===== config.mk =====
export PLATFORM = sky130hd
export DESIGN_NAME = am_put_sequencer
export DESIGN_NICKNAME = d
export VERILOG_FILES = /design/src/rtl/am_put_pkg.sv /design/src/rtl/am_put_seq_wdog.sv /design/src/rtl/am_put_sequencer.sv
export SDC_FILE = /design/constraint.sdc
export NUM_CORES = 1
export LEC_CHECK = 0
export CAP_MARGIN = 20
export CORE_AREA = 5 5 175 177
export DETAILED_ROUTE_END_ITERATION = 16
export DIE_AREA = 0 0 180 182
export DONT_BUFFER_PORTS = 1
export PLACE_DENSITY = 0.51
export SYNTH_ARGS = -nofsm -noshare
export SYNTH_HDL_FRONTEND = slang
export SYNTH_SLANG_ARGS = --single-unit

===== constraint.sdc =====
create_clock -name clk -period 4.3 [get_ports clk]
set_input_delay 0.43 -clock clk [delete_from_list [all_inputs] [get_ports clk]]
set_output_delay 0.43 -clock clk [all_outputs]
set_load 0.01 [all_outputs]

===== src/rtl/am_put_pkg.sv =====
// rtl/am_put_pkg.sv - shared state encoding and default parameters for the American-put sequencer
package am_put_pkg;

  localparam int NSTEP_W_DEF    = 13;
  localparam int FP_W_DEF       = 64;
  localparam int WDOG_LIMIT_DEF = 20000;

  typedef enum logic [2:0] {
    ST_IDLE        = 3'd0,
    ST_LAUNCH_VEX  = 3'd1,
    ST_WAIT_VEX    = 3'd2,
    ST_LAUNCH_STEP = 3'd3,
    ST_WAIT_STEP   = 3'd4,
    ST_FINISH      = 3'd5
  } seq_state_t;

endpackage


===== src/rtl/am_put_seq_wdog.sv =====
// rtl/am_put_seq_wdog.sv - wait-state watchdog: cleared on launch, counts while enabled, flags the last allowed cycle
module am_put_seq_wdog
  import am_put_pkg::*;
#(
  parameter int LIMIT = WDOG_LIMIT_DEF
) (
  input  logic clk,
  input  logic nrst,
  input  logic clr,
  input  logic en,
  output logic expired
);

  localparam int CNT_W = $clog2(LIMIT) + 1;
  localparam logic [CNT_W-1:0] LAST = CNT_W'(LIMIT - 1);

  logic [CNT_W-1:0] count;

  // Holds at LAST so the count can never wrap if the caller lingers.
  always_ff @(posedge clk or negedge nrst) begin
    if (!nrst) begin
      count <= '0;
    end else if (clr) begin
      count <= '0;
    end else if (en && count != LAST) begin
      count <= count + CNT_W'(1);
    end
  end

  assign expired = en && (count == LAST);

endmodule


===== src/rtl/am_put_sequencer.sv =====
// rtl/am_put_sequencer.sv - job-level controller for the American-put lattice engine; SEQ_PERF_CNT_EN adds a job latency counter
module am_put_sequencer
  import am_put_pkg::*;
#(
  parameter int NSTEP_W    = NSTEP_W_DEF,
  parameter int FP_W       = FP_W_DEF,
  parameter int WDOG_LIMIT = WDOG_LIMIT_DEF
) (
  input  logic               clk,
  input  logic               nrst,
  input  logic               job_valid,
  output logic               job_ready,
  input  logic [NSTEP_W-1:0] job_nsteps,
  input  logic [FP_W-1:0]    job_log_lambda_up,
  input  logic [FP_W-1:0]    job_log_lambda_down,
  input  logic [FP_W-1:0]    job_k_over_s,
  output logic               vex_start,
  output logic [FP_W-1:0]    vex_log_lambda_up,
  output logic [FP_W-1:0]    vex_log_lambda_down,
  output logic [FP_W-1:0]    vex_k_over_s,
  input  logic               vex_done,
  output logic               step_start,
  output logic [NSTEP_W-1:0] step_index,
  input  logic               step_done,
  input  logic               abort,
  output logic               busy,
  output logic               job_done,
  output logic               job_err,
  output logic [31:0]        perf_cycles
);

  seq_state_t         state, state_nxt;
  logic [NSTEP_W-1:0] nsteps_q;
  logic               err_q;
  logic               accept, err_set, idx_load, idx_dec;
  logic               wdog_clr, wdog_en, wdog_expired;

  assign accept = job_valid && job_ready;

  am_put_seq_wdog #(.LIMIT(WDOG_LIMIT)) u_wdog (
    .clk     (clk),
    .nrst    (nrst),
    .clr     (wdog_clr),
    .en      (wdog_en),
    .expired (wdog_expired)
  );

  always_ff @(posedge clk or negedge nrst) begin
    if (!nrst) begin
      state <= ST_IDLE;
    end else begin
      state <= state_nxt;
    end
  end

  // Priority inside each wait state: abort, then the done pulse, then watchdog expiry.
  always_comb begin
    state_nxt  = state;
    err_set    = 1'b0;
    idx_load   = 1'b0;
    idx_dec    = 1'b0;
    job_ready  = 1'b0;
    vex_start  = 1'b0;
    step_start = 1'b0;
    job_done   = 1'b0;
    busy       = 1'b1;
    wdog_clr   = 1'b0;
    wdog_en    = 1'b0;
    case (state)
      ST_IDLE: begin
        job_ready = 1'b1;
        busy      = 1'b0;
        if (job_valid) state_nxt = ST_LAUNCH_VEX;
      end
      ST_LAUNCH_VEX: begin
        vex_start = 1'b1;
        wdog_clr  = 1'b1;
        err_set   = abort;
        state_nxt = abort ? ST_FINISH : ST_WAIT_VEX;
      end
      ST_WAIT_VEX: begin
        wdog_en = 1'b1;
        if (abort) begin
          err_set   = 1'b1;
          state_nxt = ST_FINISH;
        end else if (vex_done) begin
          idx_load  = (nsteps_q != '0);
          state_nxt = (nsteps_q == '0) ? ST_FINISH : ST_LAUNCH_STEP;
        end else if (wdog_expired) begin
          err_set   = 1'b1;
          state_nxt = ST_FINISH;
        end
      end
      ST_LAUNCH_STEP: begin
        step_start = 1'b1;
        wdog_clr   = 1'b1;
        err_set    = abort;
        state_nxt  = abort ? ST_FINISH : ST_WAIT_STEP;
      end
      ST_WAIT_STEP: begin
        wdog_en = 1'b1;
        if (abort) begin
          err_set   = 1'b1;
          state_nxt = ST_FINISH;
        end else if (step_done) begin
          idx_dec   = (step_index != '0);
          state_nxt = (step_index == '0) ? ST_FINISH : ST_LAUNCH_STEP;
        end else if (wdog_expired) begin
          err_set   = 1'b1;
          state_nxt = ST_FINISH;
        end
      end
      ST_FINISH: begin
        job_done  = 1'b1;
        state_nxt = ST_IDLE;
      end
      default: begin
        busy      = 1'b0;
        state_nxt = ST_IDLE;
      end
    endcase
  end

  assign job_err = job_done && err_q;

  always_ff @(posedge clk or negedge nrst) begin
    if (!nrst) begin
      nsteps_q            <= '0;
      vex_log_lambda_up   <= '0;
      vex_log_lambda_down <= '0;
      vex_k_over_s        <= '0;
      step_index          <= '0;
      err_q               <= 1'b0;
    end else begin
      if (accept) begin
        nsteps_q            <= job_nsteps;
        vex_log_lambda_up   <= job_log_lambda_up;
        vex_log_lambda_down <= job_log_lambda_down;
        vex_k_over_s        <= job_k_over_s;
        err_q               <= 1'b0;
      end else if (err_set) begin
        err_q <= 1'b1;
      end
      if (idx_load) begin
        step_index <= nsteps_q - NSTEP_W'(1);
      end else if (idx_dec) begin
        step_index <= step_index - NSTEP_W'(1);
      end
    end
  end

`ifdef SEQ_PERF_CNT_EN
  logic [31:0] perf_cnt;

  // The reported figure counts every busy cycle of the job, FINISH included.
  always_ff @(posedge clk or negedge nrst) begin
    if (!nrst) begin
      perf_cnt    <= '0;
      perf_cycles <= '0;
    end else begin
      if (accept) begin
        perf_cnt <= '0;
      end else if (busy && perf_cnt != 32'hFFFF_FFFF) begin
        perf_cnt <= perf_cnt + 32'd1;
      end
      if (job_done) begin
        perf_cycles <= (perf_cnt == 32'hFFFF_FFFF) ? perf_cnt : perf_cnt + 32'd1;
      end
    end
  end
`else
  assign perf_cycles = 32'd0;
`endif

endmodule

==> impl_metrics.yaml, run 1 <==
global_routing:
  grt_pass1_vias: 6407
  grt_max_degree: 239
  globalRouteTotalUtil_pct: 15.0
  antenna_found_initial: 3
  grt_first_pass_wirelength_um: 39400
  grt_overflow: 0
detailed_routing:
  wl_met1_um: 9200
  wl_per_cell_um: 23.1
  top_layer_used: "met5"
  first_pass_iters: 5
  vias: 5727
  drc: 0
  wl_met2_um: 13400
  avgViaCountPerCell: 5.07
  ant_nets: 0
  wl_met3_um: 2800
  drt_iter0_markers: 255
  wl_um: 26100
layout:
  seqCellArea_um2: 5960
  final_cell_mix: "238 x dfrtp_1, 208 x mux2_2, 35 x nor2_1"
  nFillCells: 2720
  multiInputGateArea_um2: 3850
  drive_above_1_share_pct: 36.1
  area_delta_synth_final_pct: 11.5
  fin_nets: 935
  final_cell_count_no_fill: 1130
  layout_commonest_cell: "dfrtp_1"
  fin_util_pct: 38.6
worst_setup_path:
  required_ps: 4690
  reg2reg_depth: 9
  slowest_delay_ps: 650
  cp_num_buf_inv: 0
  cp_top_family: "simple AND/OR/NAND/NOR gates"
  crit_chain: "or4_1 > or4_4 > nand2_4 > mux2i_1 > ha_1 > nand2_1 > mux2i_2 > nor4bb_1 > a211oi_2"
  crit_slowest_cell: "or4_1"
  worstSetupStartpointType: "flop"
  path_class: "flop to flop"
  cp_max_fo: 14
  critPathCaptureType: "flop"
  worst-path-stages: 9
  crit_arrival_ps: 4060
cts:
  post_cts_buffers: 0
  cts-resized-gates: 0
  cts.htree.levels: 1
  worstSkewPairLatency_ps: 520
  cts_sinks: 238
  cts-root-buf: "clkbuf_16"
  cts_tree: "built"
  holdBufCountCts: 1
  cts_buffers: 26
  clock_path_buffers: 3
  clkTransAtPathRegs_ps: 60
job:
  drv_cap: 0
sta:
  rsz0062_at_grt: "false"
  max_freq_mhz: 272
  slew_headroom_pct: 42.9
  layout_min_cycle_time_ps: 3670
  setup_tns_ps: 0
  hold_viol: 238
  setup_viol: 0
  hold_slack_ps: -389
  worst_slew_pin_slew_ps: 849
  clock_skew_ps: 15.2
  period_share_pct: 85.4
  final_max_slew_viol_count: 0
placement:
  place_congestion: 0.874
  numPortBuffers: 0
  dp_hpwl_um: 19100
  place_inst: 1083
logic_synthesis:
  synth_sequential_area_ratio_pct: 59.1
  syn_area_per_cell_um2: 13.9
  synth_top_area_share_pct: 59.1
  synth.ff_latch_count: 238
  ys_async_sr_fraction_pct: 100
  syn_inst: 726
  syn_area_um2: 10100
  synth.distinct_cells: 55
  synth-main-ff-cell: "dfrtp_1"
  synth_edf_count: 0
  ys_top_cells_by_area: "dfrtp_1 59%, mux2_2 23%, buf_4 2.4%"
  synth_top_area_cell: "dfrtp_1"
  yosys_warnings: 0
die:
  num_rows: 63
  design.portCount: 454
  die_h_um: 182
  core_area_um2: 29100
  initial_utilization_pct: 34.6
  die_area_um2: 32800
  fp.dieW_um: 180
power:
  powerDensity_nw_per_um2: 826
  ir_drop_mv: 0.383
  power_leakage_nw: 4.62
run_status:
  status: "complete, but fails checks"
  violations: "negative hold slack"
worst_hold_path:
  hold_class: "primary input to asynchronous set/reset pin"
==> metrics by stage <==
step | worst slack, ps | cell area (um2) | total power (W)
floorplan | 915 | 10200 | 0.00640
global placement | 805 | 10400 | 0.00708
detailed placement | 663 | 10400 | 0.00717
CTS | 653 | 11200 | 0.00942
global route | 384 | 11200 | 0.00980
finish | 629 | 11200 | 0.00928
==> routing by layer <==
layer  GRT usage [%]  up-vias
met2            26.1      307
met3            6.63       53
met4            4.82        4
li1                -     2503
met1            16.4     2860
met5               0        -
==> cells by family after synthesis <==
family / share of synthesized area [%]
mux: 24.2
xor+xnor: 2.43
compound gates: 3.12
other cells: 0.0372
simple gates: 6.98
flops: 59.1
buf+inv: 3.89
fa+ha+maj: 0.248
==> final timing paths <==
path / start / end / slack [ps]
max in group asynchronous: nrst / step_index[11] / 4080
worst max-delay path: nsteps_q[8] / step_index[12] / 630
worst min register to register: u_wdog.count[15] / u_wdog.count[15] / 540
worst max register to register: nsteps_q[8] / step_index[12] / 630
worst min-delay path: nrst / vex_log_lambda_up[19] / -390
min in group clk: job_log_lambda_down[22] / vex_log_lambda_down[22] / 60
==> cell type report <==
type / instances / share of cell area [%]
antenna: 1 / 0.0223
clock buffer: 34 / 6.78
clock inverter: 11 / 0.847
inverter: 2 / 0.0668
multi-input combinational: 448 / 34.3
sequential: 238 / 53.0
tap: 390 / 4.34
timing repair buffer: 6 / 0.646
==> cell usage after synthesis, types with 2 or more instances <==
master / count
buf_4: 32
xnor2_1: 7
and4_1: 3
or4_4: 2
o21a_1: 3
mux2_2: 208
nand3_1: 10
nand4_1: 7
a211oi_2: 2
and2_1: 4
xor2_1: 21
a22oi_1: 2
a311oi_1: 2
nand2b_1: 6
a211oi_1: 5
nand2_1: 14
nor3_1: 10
mux2i_1: 8
nor4_1: 8
inv_1: 2
o21ai_0: 2
and3_1: 2
nor2_1: 35
ha_1: 2
nor3b_1: 2
or3_1: 2
a22o_1: 2
buf_2: 4
a21oi_1: 14
clkbuf_1: 32
nor2b_1: 4
nor4b_1: 3
or4_1: 7
dfrtp_1: 238
==> power breakdown <==
part,leakage [nW],internal (W),switching (W)
sequential,2.84,0.00333,0.00155
combinational,1.36,0.00131,0.000895
clock,0.420,0.00130,0.000879
total,4.62,0.00595,0.00333
==> state kept, by name (all words and copies together), names as in the netlist <==
register             cells
err_q                    1
u_wdog.count            16
state                    3
nsteps_q                13
vex_k_over_s            64
vex_log_lambda_up       64
vex_log_lambda_down     64
step_index              13
(Power assumes the default switching activity.)
==> run 2: changes to the inputs <==
PLACE_DENSITY = 0.46   (was 0.51)
==> run 2 against run 1 <==
  * The run still ends with negative hold slack left
  * Critical path depth unchanged
  * Combinational power barely moved
  * Utilization grew 0.61 points
  * Via count grew 1.7%
  * Worst setup slack improved by 8.0 ps
  * Sequential cell count unchanged
==> impl_metrics.yaml, run 2 (synthesis gave the netlist of run 1 again) <==
die:
  fp.dieW_um: 180
  initial_utilization_pct: 34.6
  core_area_um2: 29100
  die_area_um2: 32800
  design.portCount: 454
  die_h_um: 182
  num_rows: 63
cts:
  cts.htree.levels: 1
  holdBufCountCts: 9
  post_cts_buffers: 0
  clkTransAtPathRegs_ps: 60
  worstSkewPairLatency_ps: 540
  cts_tree: "built"
  cts_buffers: 27
  cts-resized-gates: 0
  cts_sinks: 238
  clock_path_buffers: 3
  cts-root-buf: "clkbuf_16"
layout:
  seqCellArea_um2: 5960
  reg.largest.list: "vex_k_over_s (64), vex_log_lambda_down (64), vex_log_lambda_up (64)"
  layout_commonest_cell: "dfrtp_1"
  fin_util_pct: 39.2
  nFillCells: 2728
  fin_nets: 944
  area_delta_synth_final_pct: 13.3
  multiInputGateArea_um2: 3850
  final_cell_mix: "238 x dfrtp_1, 208 x mux2_2, 35 x nor2_1"
  drive_above_1_share_pct: 36.0
power:
  p_sw_share_pct: 35.6
  power_leakage_nw: 4.69
  power_frac_comb_pct: 23.1
  p_int_w: 0.00612
  seq_power_share_pct: 51.7
  ir_drop_mv: 0.487
  power_switching_w: 0.00338
  p_clk_share_pct: 25.2
  powerDensity_nw_per_um2: 832
job:
  drv_cap: 0
detailed_routing:
  vias: 5825
  ant_nets: 0
  wl_per_cell_um: 23.5
  avgViaCountPerCell: 5.08
  first_pass_iters: 4
  drc: 0
  wl_um: 27000
  drt_iter0_markers: 307
sta:
  fin_ws_ps: 637
  hold_slack_ps: -409
  rsz0062_at_grt: "false"
  slew_headroom_pct: 42.3
  max_freq_mhz: 273
  worst_slew_pin_slew_ps: 858
  setup_tns_ps: 0
  clock_skew_ps: 20.3
  period_share_pct: 85.2
  layout_min_cycle_time_ps: 3660
  hold_viol: 238
  final_max_slew_viol_count: 0
  setup_viol: 0
worst_setup_path:
  cp_max_fo: 14
  reg2reg_depth: 9
  critPathCaptureType: "flop"
  path_class: "flop to flop"
  crit_start: "nsteps_q[9]"
  crit_arrival_ps: 4060
  worstSetupStartpointType: "flop"
  required_ps: 4700
  timing.rr.start: "nsteps_q[9]"
run_status:
  status: "complete, but fails checks"
  violations: "negative hold slack"
placement:
  place_congestion: 0.792
  dp_hpwl_um: 19700
  dp_slack_ps: 710
  numPortBuffers: 0
global_routing:
  grt_max_degree: 239
  grt_first_pass_wirelength_um: 40500
  globalRouteTotalUtil_pct: 15.5
  antenna_found_initial: 10
  grt_overflow: 0
  grt_pass1_vias: 6317
worst_hold_path:
  hold_class: "primary input to asynchronous set/reset pin"
[run 2: changes by cell type in the layout (fill, tap and decap cells not counted), sizes merged]
cell / delta
dlygate4sd3: +8
diode: +4
clkbuf: +3
bufinv: +2
[run 2: layer usage]
metal	vias to the layer above	global-route usage, %	share of wire [%]
met1	2927	17.3	34
met3	52	6.79	10
li1	2547	-	-
met2	289	27.1	52
met4	10	4.39	2.7
met5	-	0	0.30
[run 2: worst max-delay path, stage by stage, from the launching register on]
cell and delay, ps:
dfrtp_1 410, or4_1 650, or4_4 590, nand2_4 210
mux2i_1 250, ha_1 320, nand2_1 140, mux2i_2 460
nor4bb_1 440, a211oi_2 60
[run 2: path summary, 6_finish.rpt]
path                       slack (ps)                 endpoint
setup / recovery                  640           step_index[12]
hold / removal                   -410    vex_log_lambda_up[44]
setup reg to reg                  640           step_index[12]
hold reg to reg                   540         u_wdog.count[15]
max in group asynchronous        4070           step_index[12]
min in group clk                   40  vex_log_lambda_down[11]
[run 2: layout make-up]
class	count	area share [%]
Tap cell	390	4.28
Clock inverter	13	1.33
Clock buffer	37	6.95
Timing Repair Buffer	14	1.34
Antenna cell	5	0.110
Inverter	2	0.0658
Sequential cell	238	52.2
Multi-Input combinational cell	448	33.7
[run 2: metrics by stage]
stage	cells	cell area [um2]	power (W)
global route	1145	11400	0.0100
global placement	1083	10400	0.00711
floorplan	757	10200	0.00640
detailed placement	1083	10400	0.00720
finish	1147	11400	0.00949
CTS	1142	11400	0.00966
[run 2: power by group through the flow]
stage          registers, W  logic (W)  clock network [W]
6_report            0.00491    0.00219            0.00239
5_1_grt             0.00505    0.00242            0.00257
4_1_cts             0.00496    0.00223            0.00247
3_5_place_dp        0.00498    0.00222                  0
3_3_place_gp        0.00498    0.00213                  0
2_1_floorplan       0.00443    0.00197                  0
==> run 3: changes to the inputs <==
CELL_PAD_IN_SITES_DETAIL_PLACEMENT = 1   (was default)
CELL_PAD_IN_SITES_GLOBAL_PLACEMENT = 1   (was default)
PLACE_DENSITY = 0.57   (was 0.46)
==> run 3 against run 2 <==
  * The run still ends with negative hold slack left
  * Die area is the same
  * First-iteration DRC count shrank 17%
  * Combinational power is essentially flat
  * Fmax is essentially flat
  * Sequential power is essentially flat
  * Critical endpoint unchanged
  * Largest cell class unchanged
  * Largest power group unchanged
==> impl_metrics.yaml, run 3 (synthesis gave the netlist of run 1 again) <==
run_status:
  status: "complete, but fails checks"
  violations: "negative hold slack"
layout:
  drive_above_1_share_pct: 35.6
  multiInputGateArea_um2: 3850
  final_cell_mix: "238 x dfrtp_1, 208 x mux2_2, 35 x nor2_1"
  seqCellArea_um2: 5960
  fin_area_um2: 11300
  fin_util_pct: 38.8
  area_delta_synth_final_pct: 12.1
  final_cell_count_no_fill: 1141
  nFillCells: 2950
  layout_commonest_cell: "dfrtp_1"
  reg.largest.list: "vex_k_over_s (64), vex_log_lambda_down (64), vex_log_lambda_up (64)"
  fin_nets: 937
sta:
  setup_tns_ps: 0
  final_max_slew_viol_count: 0
  hold_slack_ps: -399
  worst_slew_pin_slew_ps: 765
  slew_headroom_pct: 48.8
  setup_viol: 0
  max_freq_mhz: 273
  layout_min_cycle_time_ps: 3660
  period_share_pct: 85.2
  clock_skew_ps: 9.96
  rsz0062_at_grt: "false"
  hold_viol: 238
cts:
  cts.htree.levels: 1
  worstSkewPairLatency_ps: 530
  cts_buffers: 27
  clkTransAtPathRegs_ps: 60
  clock_path_buffers: 3
  cts-root-buf: "clkbuf_16"
  cts_tree: "built"
  holdBufCountCts: 1
  post_cts_buffers: 0
  cts_sinks: 238
worst_setup_path:
  critPathCaptureType: "flop"
  crit_end: "step_index[12]"
  path_class: "flop to flop"
  cp_top_family: "simple AND/OR/NAND/NOR gates"
  cp_num_buf_inv: 0
  required_ps: 4700
  slowest_delay_ps: 690
  worstSetupStartpointType: "flop"
  crit_slowest_cell: "or4_1"
  worst-path-stages: 9
  crit_arrival_ps: 4060
  crit_chain: "or4_1 > or4_4 > nand2_4 > mux2i_1 > ha_1 > nand2_1 > mux2i_2 > nor4bb_1 > a211oi_2"
  rrSetupSlack_ps: 640
  reg2reg_depth: 9
  r2r-end: "step_index[12]"
  crit_start: "nsteps_q[8]"
  timing.rr.start: "nsteps_q[8]"
  cp_max_fo: 14
power:
  powerDensity_nw_per_um2: 836
  power_leakage_nw: 4.64
  ir_drop_mv: 0.400
placement:
  numPortBuffers: 0
  dp_hpwl_um: 21200
  place_inst: 1084
  place_area_um2: 10400
  place_congestion: 0.817
detailed_routing:
  avgViaCountPerCell: 5.08
  ant_nets: 0
  first_pass_iters: 4
  drt_iter0_markers: 255
  drc: 0
  vias: 5791
  wl_um: 28600
  wl_per_cell_um: 25.1
global_routing:
  grt_pass1_vias: 6450
  grt_first_pass_wirelength_um: 42500
  globalRouteTotalUtil_pct: 16.4
  grt_overflow: 0
  antenna_found_initial: 17
  grt_max_degree: 239
die:
  num_rows: 63
  core_area_um2: 29100
  die_area_um2: 32800
  fp.dieW_um: 180
  design.portCount: 454
  die_h_um: 182
  initial_utilization_pct: 34.6
worst_hold_path:
  hold_class: "primary input to asynchronous set/reset pin"
job:
  drv_cap: 0
[run 3: cell types whose count changed in the layout (fill, tap and decap cells not counted), sizes merged]
cell | before | now
clkinvlp | 3 | 0
clkbuf | 37 | 42
clkinv | 6 | 2
buf | 5 | 6
dlygate4sd3 | 9 | 1
diode | 5 | 9
bufinv | 3 | 2
[run 3: timing repair]
action,4_1_cts,5_1_grt
setup endpoints to repair,0,0
endpoints found under the hold margin,239,238
gates resized for setup,0,0
[run 3: cell type report]
| cell class | instances | share of cell area, % |
|---|---|---|
| Inverter | 2 | 0.0665 |
| Antenna cell | 9 | 0.199 |
| Clock inverter | 5 | 0.698 |
| Clock buffer | 42 | 7.19 |
| Tap cell | 390 | 4.32 |
| Multi-Input combinational cell | 448 | 34.1 |
| Timing Repair Buffer | 7 | 0.709 |
| Sequential cell | 238 | 52.7 |
[run 3: layer usage]
| metal | GRT usage (%) | vias up | wire length, um | share of wire, % |
|---|---|---|---|---|
| met1 | 18.2 | 2937 | 10300 | 36 |
| met2 | 28.0 | 260 | 14400 | 50 |
| met4 | 4.75 | 16 | 792 | 2.8 |
| met3 | 8.19 | 56 | 3070 | 11 |
| li1 | - | 2522 | - | - |
| met5 | 0 | - | 129 | 0.45 |
[run 3: where the power goes]
group	internal (W)	switching, W	total (W)
sequential	0.00334	0.00160	0.00493
clock	0.00140	0.000882	0.00229
combinational	0.00132	0.000907	0.00222
[run 3: worst min-delay path by stage]
stage	depth (start not counted)	endpoint	slack [ps]	startpoint
global route	0	vex_log_lambda_down[20]	-440	nrst
CTS	0	vex_log_lambda_up[7]	-430	nrst
finish	0	vex_log_lambda_down[62]	-400	nrst
detailed placement	0	vex_log_lambda_up[7]	140	nrst
global placement	0	vex_log_lambda_up[23]	150	nrst
floorplan	0	err_q	130	nrst
[run 3: stage by stage]
stage | setup WS, ps | power (W)
after CTS | 636 | 0.00961
after global placement | 782 | 0.00711
final | 638 | 0.00944
after detailed placement | 661 | 0.00725
after floorplan | 915 | 0.00640
after global routing | 396 | 0.00998
